## src/rtl/button_repeat.sv

```systemverilog
// Push-button conditioner: two-flop synchroniser, tick-based debounce and
// auto-repeat, producing one-cycle count-enable pulses for time-set counters.
module button_repeat #(
    parameter int DEBOUNCE_TICKS = 20,
    parameter int REPEAT_DELAY   = 500,
    parameter int REPEAT_RATE    = 100,
    parameter int REPEAT_EN      = 1,
    parameter int CNT_WIDTH      = 10
) (
    input  logic i_sysclk,
    input  logic i_reset_n,
    input  logic i_tick_en,
    input  logic i_button,
    output logic o_pressed,
    output logic o_press,
    output logic o_release
);

    typedef enum logic [2:0] {
        IDLE,
        DEB_PRESS,
        HOLD,
        REPEAT,
        DEB_RELEASE
    } state_t;

    localparam logic [CNT_WIDTH-1:0] DEB_LAST   = CNT_WIDTH'(DEBOUNCE_TICKS - 1);
    localparam logic [CNT_WIDTH-1:0] DELAY_LAST = CNT_WIDTH'(REPEAT_DELAY - 1);
    localparam logic [CNT_WIDTH-1:0] RATE_LAST  = CNT_WIDTH'(REPEAT_RATE - 1);
    localparam logic [CNT_WIDTH-1:0] CNT_ONE    = CNT_WIDTH'(1);

    logic                 btn_meta;
    logic                 btn_s;
    state_t               state, state_nxt;
    logic [CNT_WIDTH-1:0] cnt, cnt_nxt;
    logic                 press_nxt;
    logic                 release_nxt;
    logic                 pressed_nxt;

    // NOTE: sequential state uses non-blocking assignments so every flop
    // samples the pre-edge values, independent of statement order.
    always_ff @(posedge i_sysclk or negedge i_reset_n) begin
        if (!i_reset_n) begin
            btn_meta <= 1'b0;
            btn_s    <= 1'b0;
        end else begin
            btn_meta <= i_button;
            btn_s    <= btn_meta;
        end
    end

    always_ff @(posedge i_sysclk or negedge i_reset_n) begin
        if (!i_reset_n) begin
            state     <= IDLE;
            cnt       <= '0;
            o_pressed <= 1'b0;
            o_press   <= 1'b0;
            o_release <= 1'b0;
        end else begin
            state     <= state_nxt;
            cnt       <= cnt_nxt;
            o_pressed <= pressed_nxt;
            o_press   <= press_nxt;
            o_release <= release_nxt;
        end
    end

    // A btn_s level opposing the current state is checked before the tick,
    // so an edge coinciding with i_tick_en discards that tick.
    always_comb begin
        // NOTE: every output of this block gets a default first, so no path
        // through the case can leave a variable unassigned and infer a latch.
        state_nxt   = state;
        cnt_nxt     = cnt;
        press_nxt   = 1'b0;
        release_nxt = 1'b0;

        case (state)
            IDLE: begin
                if (btn_s) begin
                    state_nxt = DEB_PRESS;
                    cnt_nxt   = '0;
                end
            end
            DEB_PRESS: begin
                if (!btn_s) begin
                    state_nxt = IDLE;
                    cnt_nxt   = '0;
                end else if (i_tick_en) begin
                    if (cnt == DEB_LAST) begin
                        state_nxt = HOLD;
                        cnt_nxt   = '0;
                        press_nxt = 1'b1;
                    end else begin
                        cnt_nxt = cnt + CNT_ONE;
                    end
                end
            end
            HOLD: begin
                if (!btn_s) begin
                    state_nxt = DEB_RELEASE;
                    cnt_nxt   = '0;
                end else if ((REPEAT_EN != 0) && i_tick_en) begin
                    if (cnt == DELAY_LAST) begin
                        state_nxt = REPEAT;
                        cnt_nxt   = '0;
                        press_nxt = 1'b1;
                    end else begin
                        cnt_nxt = cnt + CNT_ONE;
                    end
                end
            end
            REPEAT: begin
                if (!btn_s) begin
                    state_nxt = DEB_RELEASE;
                    cnt_nxt   = '0;
                end else if (i_tick_en) begin
                    if (cnt == RATE_LAST) begin
                        cnt_nxt   = '0;
                        press_nxt = 1'b1;
                    end else begin
                        cnt_nxt = cnt + CNT_ONE;
                    end
                end
            end
            DEB_RELEASE: begin
                if (btn_s) begin
                    state_nxt = HOLD;
                    cnt_nxt   = '0;
                end else if (i_tick_en) begin
                    if (cnt == DEB_LAST) begin
                        state_nxt   = IDLE;
                        cnt_nxt     = '0;
                        release_nxt = 1'b1;
                    end else begin
                        cnt_nxt = cnt + CNT_ONE;
                    end
                end
            end
            default: begin
                state_nxt = IDLE;
                cnt_nxt   = '0;
            end
        endcase

        pressed_nxt = (state_nxt == HOLD) || (state_nxt == REPEAT) ||
                      (state_nxt == DEB_RELEASE);
    end

endmodule

```

## config.mk

```make
export PLATFORM = sky130hd
export DESIGN_NAME = button_repeat
export DESIGN_NICKNAME = d
export VERILOG_FILES = /design/src/rtl/button_repeat.sv
export SDC_FILE = /design/constraint.sdc
export NUM_CORES = 1
export LEC_CHECK = 0
export CAP_MARGIN = 10
export CORE_MARGIN = 5
export CORE_UTILIZATION = 57
export DETAILED_ROUTE_END_ITERATION = 16
export PLACE_DENSITY = 0.76
export SLEW_MARGIN = 20
export SYNTH_ARGS = -nofsm -noshare
export SYNTH_HDL_FRONTEND = slang
export SYNTH_SLANG_ARGS = --single-unit
export TNS_END_PERCENT = 30
```

## constraint.sdc

```tcl
create_clock -name i_sysclk -period 2.2 [get_ports i_sysclk]
set_input_delay 0.55 -clock i_sysclk [delete_from_list [all_inputs] [get_ports i_sysclk]]
set_output_delay 0.55 -clock i_sysclk [all_outputs]
set_load 0.05 [all_outputs]
```

---- After elaboration in Yosys (flattened, before gate mapping) ----
Cells that the tools add are included.
operators by class
  equal/unequal tests ..................... 13
  add/sub/neg operators ................... 1
  reductions and logical operators ........ 4
  muxes and demuxes ....................... 36
operators with widths
  operator                 number
  $mux W10                 11
  $pmux W10 S5             1
  $mux W3                  11
  $pmux W3 S5              1
  $eq A3 B2 Y1 const B     4
  $mux W1                  11
  $add A10 B1 Y10 const B  1
  $eq A10 B5 Y1 const B    1
  $eq A10 B7 Y1 const B    1
  $eq A10 B9 Y1 const B    1
  $eq A3 B3 Y1 const B     2
  $ne A3 B3 Y1 const B     2
  $eq A3 B1 Y1 const B     1
  $logic_not A3 Y1         1
  $pmux W1 S3              1
  $reduce_and A3 Y1        1
  $logic_or A1 B1 Y1       2
  $ne A2 B2 Y1 const B     1
storage, ports and cells
  register bits after elaboration ......... 18
  word-level logic and storage cells ...... 61

---- Logic depth before layout (Yosys ltp) ----
Gate-level depths: netlist of the first run.
  depth in word-level cells ............... 8
  depth in mapped cells ................... 6
  mapped depth without buffers ............ 6

---- Least setup slack after synthesis of the first run ----
Ideal clock, no wire load.
  path kind ............................... register to register
  from .................................... reg cnt[0]
  to ...................................... reg cnt[5]
  arrival ................................. 1.809 ns
  slack ................................... 0.250 ns
  data required time ...................... 2.059 ns
  path buffers ............................ 0
  cell stages (with the launch flop) ...... 7
  cells stage by stage .................... dfrtp_1 > ha_1 > or4b_4 > nor4b_1 > a211oi_1 > a31oi_4 > a2111oi_1
between the ends
  longest elaborated chain between the ends .. 5
ends and longest elaborated chain
  what                                     line          source
  from (decl)                              35            logic [CNT_WIDTH-1:0] cnt, cnt_nxt;
  from (signal assigned)                   61            cnt <= cnt_nxt;
  $add A10 B1 Y10 (tied with other cells)  n/a
  $mux W10 (on tied branches)              n/a
  $mux W10 (on tied branches)              89, 103, 117
  $mux W10 (on tied branches)              n/a
  $pmux W10 S5 (*)                         78            case (state)
Every way passes the cells marked *; elsewhere a longest branch is shown, timed or not. The select of a mux whose other input is x is not followed.
A chain may end at the register's enable or synchronous reset.

---- Worst setup path in the final report of the first run ----
  from .................................... reg cnt[0]
  to ...................................... reg cnt[7]
Same word-level chain as after synthesis.

==> impl_metrics.yaml, run 1 <==
outcome:
  status: "completed"
die:
  start_util_pct: 59.8
  die_w_um: 55.1
  row_count: 16
  die_area_sq_mm: 0.00304
  die_y_um: 55.1
  io-pin-count: 7
  core_sq_mm: 0.00194
logic_synthesis:
  synth_nets: 141
  synth.top_cell.area_share_pct: 38.8
  synth.yosys.seq_area_share_pct: 38.8
  ys_seq_elements: 18
  synth_warnings: 0
  synth.area.top_cells: "dfrtp_1 (39%), a21oi_1 (6.9%), nand2_1 (5.5%)"
  synth_area_leader_cell: "dfrtp_1"
  synth_cell_types: 41
  netlist_area_sq_mm: 0.00116
  avgSynthCellArea_sq_um: 8.54
  synthCells: 136
clocking:
  clock-sinks: 18
  root_buffer: "clkbuf_4"
  htreeDepth: 1
  cts_tree: "done"
  clkTransAtPathRegs_ns: 0.10
  cts_buffer_depth: 2
  clk_latency_ns: 0.29
  numCtsBuffers: 3
finish:
  area_growth_pct: 20.3
  finish.instance_area_sq_mm: 0.00140
  regArea_sq_um: 450
  fin_util_pct: 71.9
  final_nets: 154
  insertedDiodeCount: 0
  multi_input_area_sq_um: 717
  drive_above_1_share_pct: 16.9
  n_fill_cell: 149
critical_path:
  r2r_setup_slack_ns: 0.11
  critical_path_buf_inv_count: 1
  crit_path_start_kind: "register"
  cp.required_ns: 2.38
  reg2reg_from: "cnt[0]$_DFFE_PN0P_"
  cp_max_fo: 8
  max_stage_delay_ns: 0.52
  end_kind: "register"
  cp.arrival_ns: 2.28
  critPathTopFamily: "simple AND/OR/NAND/NOR gates"
  crit_type: "reg2reg"
  r2r-end: "cnt[7]$_DFFE_PN0P_"
  rr_worst_depth: 7
  cp_slowest_cell: "or4b_4"
  timing.critical_path.cells: "ha_2, or4b_4, nor4b_4, a211oi_2, a31oi_4, buf_12, a2111oi_1"
sta:
  fmax_mhz: 477
  min_period_ns: 2.09
  finalCritPeriodShare_pct: 95.2
  slew_headroom_pct: 66.9
  setup_viol: 0
  rsz0062_at_grt: "false"
  skew_ns: 0.000857
  final.setup.tns_ns: 0
  tightestPinTransition_ns: 0.494
  maxSlewViolCount: 0
  finalWorstSetupSlack_ns: 0.106
  final-hold-violation-count: 0
route:
  avgRoutedWirePerCell_um: 15.1
  wirelength_mm: 2.64
  via_count: 1092
  ant_nets: 0
  drc: 0
  firstDrtPassIters: 4
  first_iter_violations: 39
  viasPerCell: 6.24
hold_path:
  hold_end: "btn_s$_DFF_PN0_"
  hold_path_depth: 0
  hold_start: "btn_meta$_DFF_PN0_"
  hold_class: "reg2reg"
grt:
  grt_pass1_vias: 992
  grtUsageTotal_pct: 21.0
  grt_pass1_wl_mm: 4.50
  antenna_found_initial: 0
  grt_overflow: 0
  grt_max_degree: 14
place:
  place_congestion: 0.896
  dp.final_hpwl_mm: 1.90
  placed_area_sq_mm: 0.00127
  port_buffers: 6
  place_ws_ns: -0.00794
power:
  ir_worst_vdd_mv: 0.379
  leakagePower_uw: 0.000540
  power_density_mw_per_mm2: 438
run:
  maxCapViolations: 0
## worst max path at each step
stage | from | end | slack (ns) | cells past startpoint
6_report | cnt[0]$_DFFE_PN0P_ | cnt[7]$_DFFE_PN0P_ | 0.11 | 7
5_1_grt | cnt[0]$_DFFE_PN0P_ | cnt[1]$_DFFE_PN0P_ | 0.05 | 7
4_1_cts | cnt[1]$_DFFE_PN0P_ | cnt[7]$_DFFE_PN0P_ | 0.06 | 6
3_5_place_dp | cnt[1]$_DFFE_PN0P_ | cnt[7]$_DFFE_PN0P_ | -0.008 | 6
3_3_place_gp | cnt[1]$_DFFE_PN0P_ | cnt[5]$_DFFE_PN0P_ | 0.1 | 6
2_1_floorplan | cnt[0]$_DFFE_PN0P_ | cnt[5]$_DFFE_PN0P_ | 0.25 | 6
## Yosys cell counts
library cell and count:
a2111oi_1 2, a211oi_1 6, a21o_1 1, a21oi_1 16, a22oi_1 1, a31oi_4 1
a32oi_1 1, a41oi_1 1, and2_1 1, and2b_1 1, and3_1 5, and3b_1 1
and4_1 1, buf_2 4, clkbuf_1 4, dfrtp_1 18, ha_1 1, inv_1 3
mux2_2 1, mux2i_1 1, nand2_1 17, nand2b_1 2, nand3_1 7, nand3b_1 3
nand4_1 5, nor2_1 7, nor2b_1 2, nor3_1 2, nor3b_1 3, nor4_1 1
nor4b_1 2, o211a_1 1, o211ai_1 1, o21a_1 2, o21ai_0 4, o21ai_1 2
o21ba_2 1, o22ai_1 1, o2bb2ai_1 1, or4_1 1, or4b_4 1
## placed cells by master (no fill, tap or decap), types with 2 or more instances in the layout
master           count
inv_1                3
a21oi_1             16
nor3b_1              3
nor2_1               7
buf_4                9
dfrtp_1             18
nor2b_1              2
a211oi_2             3
a211oi_1             3
nand3b_1             3
nor3_1               2
nand3_1              7
clkbuf_4             3
and3_1               5
clkdlybuf4s50_1      6
o21ai_1              2
o21a_1               2
nand2b_1             2
o21ai_0              4
nand2_1             17
nand4_1              5
## sequential cells by signal (all words and copies together), names as in the netlist
signal / count
btn_meta: 1
btn_s: 1
cnt: 10
o_press: 1
o_pressed: 1
o_release: 1
state: 3
## logic make-up after synthesis
family	share of synthesized area (%)
simple gates	29.6
buf+inv	3.99
flops	38.8
mux	1.83
compound gates	24.7
fa+ha+maj	1.08
## metal layers
layer	global-route usage, %	share of wire [%]	vias to the layer above
met2	30.1	45	41
met4	11.7	1.8	0
met5	0	0	-
met1	28.5	46	510
li1	-	-	536
met3	5.36	6.3	5
## power by group
part | switching (uW) | total [uW] | internal [uW] | leakage, uW
Combinational | 37.9 | 67.3 | 29.4 | 0.000275
Clock | 100 | 201 | 101 | 0.0000210
Sequential | 7.66 | 342 | 335 | 0.000244
## layout make-up
type | count | area share (%)
clock buffer | 4 | 2.60
multi-input combinational | 107 | 51.3
sequential | 18 | 32.3
timing repair buffer | 16 | 10.6
tap | 27 | 2.42
inverter | 3 | 0.806
## what timing repair did
item,4_1_cts,5_1_grt
endpoints found under the hold margin,0,0
gates resized for setup,4,5
setup endpoints to repair,7,8
buffers inserted,0,3
pin swaps,0,1
hold buffers,0,0
## per-stage QoR
step / std cells / hold slack [ns] / total power (uW)
2_1_floorplan: 136 / 0.254 / 382
3_3_place_gp: 168 / 0.335 / 408
3_5_place_dp: 168 / 0.346 / 410
4_1_cts: 172 / 0.371 / 616
5_1_grt: 175 / 0.386 / 643
6_report: 175 / 0.366 / 611
(Power assumes the default switching activity.)
==> run 2, diff against run 1 <==
Settings changed: SKIP_CTS_REPAIR_TIMING set to 1.
==> impl_metrics.yaml, run 2 (synthesis results as in run 1) <==
die:
  row_count: 16
  die_area_sq_mm: 0.00304
  io-pin-count: 7
  die_w_um: 55.1
  core_sq_mm: 0.00194
  start_util_pct: 59.8
  die_y_um: 55.1
grt:
  antenna_found_initial: 0
  grt_overflow: 0
  grtUsageTotal_pct: 20.6
  grt_pass1_vias: 951
  grt_pass1_wl_mm: 4.37
  grt_max_degree: 14
finish:
  regArea_sq_um: 452
  insertedDiodeCount: 0
  final_nets: 152
  largest_register: "cnt"
  final-instance-count-excl-fill: 173
  top_regs: "cnt x10, state x3"
  drive_above_1_share_pct: 14.4
  fin_util_pct: 70.7
  area_growth_pct: 18.2
  largest_reg_flops: 10
  final_cell_mix: "nand2_1 (17), dfrtp_1 (17), a21oi_1 (16)"
  n_fill_cell: 147
  finish.instance_area_sq_mm: 0.00137
  multi_input_area_sq_um: 719
place:
  port_buffers: 6
  place_congestion: 0.896
  placed_area_sq_mm: 0.00127
  dp_cells: 168
  dp.final_hpwl_mm: 1.90
sta:
  final.setup.tns_ns: 0
  setup_viol: 0
  min_period_ns: 2.09
  tightestPinTransition_ns: 0.494
  maxSlewViolCount: 0
  rsz0062_at_grt: "false"
  fmax_mhz: 479
  finalCritPeriodShare_pct: 94.9
  slew_headroom_pct: 66.9
  skew_ns: 0.00430
  final-hold-violation-count: 0
clocking:
  numCtsBuffers: 3
  clock-sinks: 18
  clk_latency_ns: 0.30
  clkTransAtPathRegs_ns: 0.10
  cts_tree: "done"
  cts_buffer_depth: 2
  root_buffer: "clkbuf_4"
  htreeDepth: 1
critical_path:
  path_depth: 6
  crit_type: "reg2reg"
  cp_slowest_cell: "or4b_4"
  max_stage_delay_ns: 0.51
  r2r_setup_slack_ns: 0.11
  critical_path_buf_inv_count: 0
  timing.critical_path.cells: "ha_4, or4b_4, nor4b_4, a211oi_4, a31oi_4, a2111oi_1"
  crit_path_start_kind: "register"
  end_kind: "register"
  cp.required_ns: 2.37
  r2r-end: "cnt[7]$_DFFE_PN0P_"
  cp_max_fo: 8
  rr_worst_depth: 6
  cp-endpoint: "cnt[7]$_DFFE_PN0P_"
  cp-startpoint: "cnt[0]$_DFFE_PN0P_"
  critPathTopFamily: "simple AND/OR/NAND/NOR gates"
  reg2reg_from: "cnt[0]$_DFFE_PN0P_"
  cp.arrival_ns: 2.26
route:
  avgRoutedWirePerCell_um: 15.8
  first_iter_violations: 66
  drc: 0
  wirelength_mm: 2.73
  ant_nets: 0
  via_count: 1110
  viasPerCell: 6.42
  firstDrtPassIters: 4
power:
  power_density_mw_per_mm2: 448
  p_sw_share_pct: 24.6
  internal_power_uw: 463
  ir_worst_vdd_mv: 0.475
  p_sw_uw: 151
  leakagePower_uw: 0.000522
  pwr-share-seq_pct: 55.9
  p_clk_share_pct: 33.6
  comb_power_share_pct: 10.5
outcome:
  status: "completed"
run:
  maxCapViolations: 0
hold_path:
  hold_class: "reg2reg"
## run 2: cell types whose count changed in the layout (fill, tap and decap cells not counted), sizes merged
cell,delta
buf,-2
## run 2: layout make-up
cell class              instances  area share (%)
clock buffers                   4            2.64
well taps                      27            2.46
inverters                       3           0.820
flip-flops and latches         18            32.9
multi-input cells             107            52.4
repair buffers                 14            8.75
## run 2: routing by layer
metal  track usage, %  up-vias  part of all wire (%)
li1                 -      528                     -
met1             29.0      522                    44
met2             30.9       53                    47
met3             2.68        7                   7.0
met4             9.72        0                   2.1
met5                0        -                     0
## run 2: per-stage QoR
step	hold WS, ns	total power, uW	setup slack [ns]
2_1_floorplan	0.254	382	0.250
3_3_place_gp	0.335	408	0.0986
3_5_place_dp	0.346	410	-0.00794
4_1_cts	0.371	615	-0.0292
5_1_grt	0.385	639	0.0273
6_report	0.368	615	0.113
## run 2: how the worst min path moves through the flow
stage                            start                 end  slack, ns  cells after the start
CTS                 btn_meta$_DFF_PN0_     btn_s$_DFF_PN0_       0.37                      0
detailed placement  btn_meta$_DFF_PN0_     btn_s$_DFF_PN0_       0.35                      0
finish              btn_meta$_DFF_PN0_     btn_s$_DFF_PN0_       0.37                      0
floorplan                    i_reset_n  btn_meta$_DFF_PN0_       0.25                      0
global placement    btn_meta$_DFF_PN0_     btn_s$_DFF_PN0_       0.34                      0
global route        btn_meta$_DFF_PN0_     btn_s$_DFF_PN0_       0.39                      0
## run 2: power groups by stage
stage               registers, uW  clock network (uW)  logic [uW]
CTS                           342                 212        61.2
finish                        344                 206        64.7
floorplan                     344                   0        38.3
global placement              348                   0        60.0
global route                  345                 223        71.5
detailed placement            348                   0        61.1
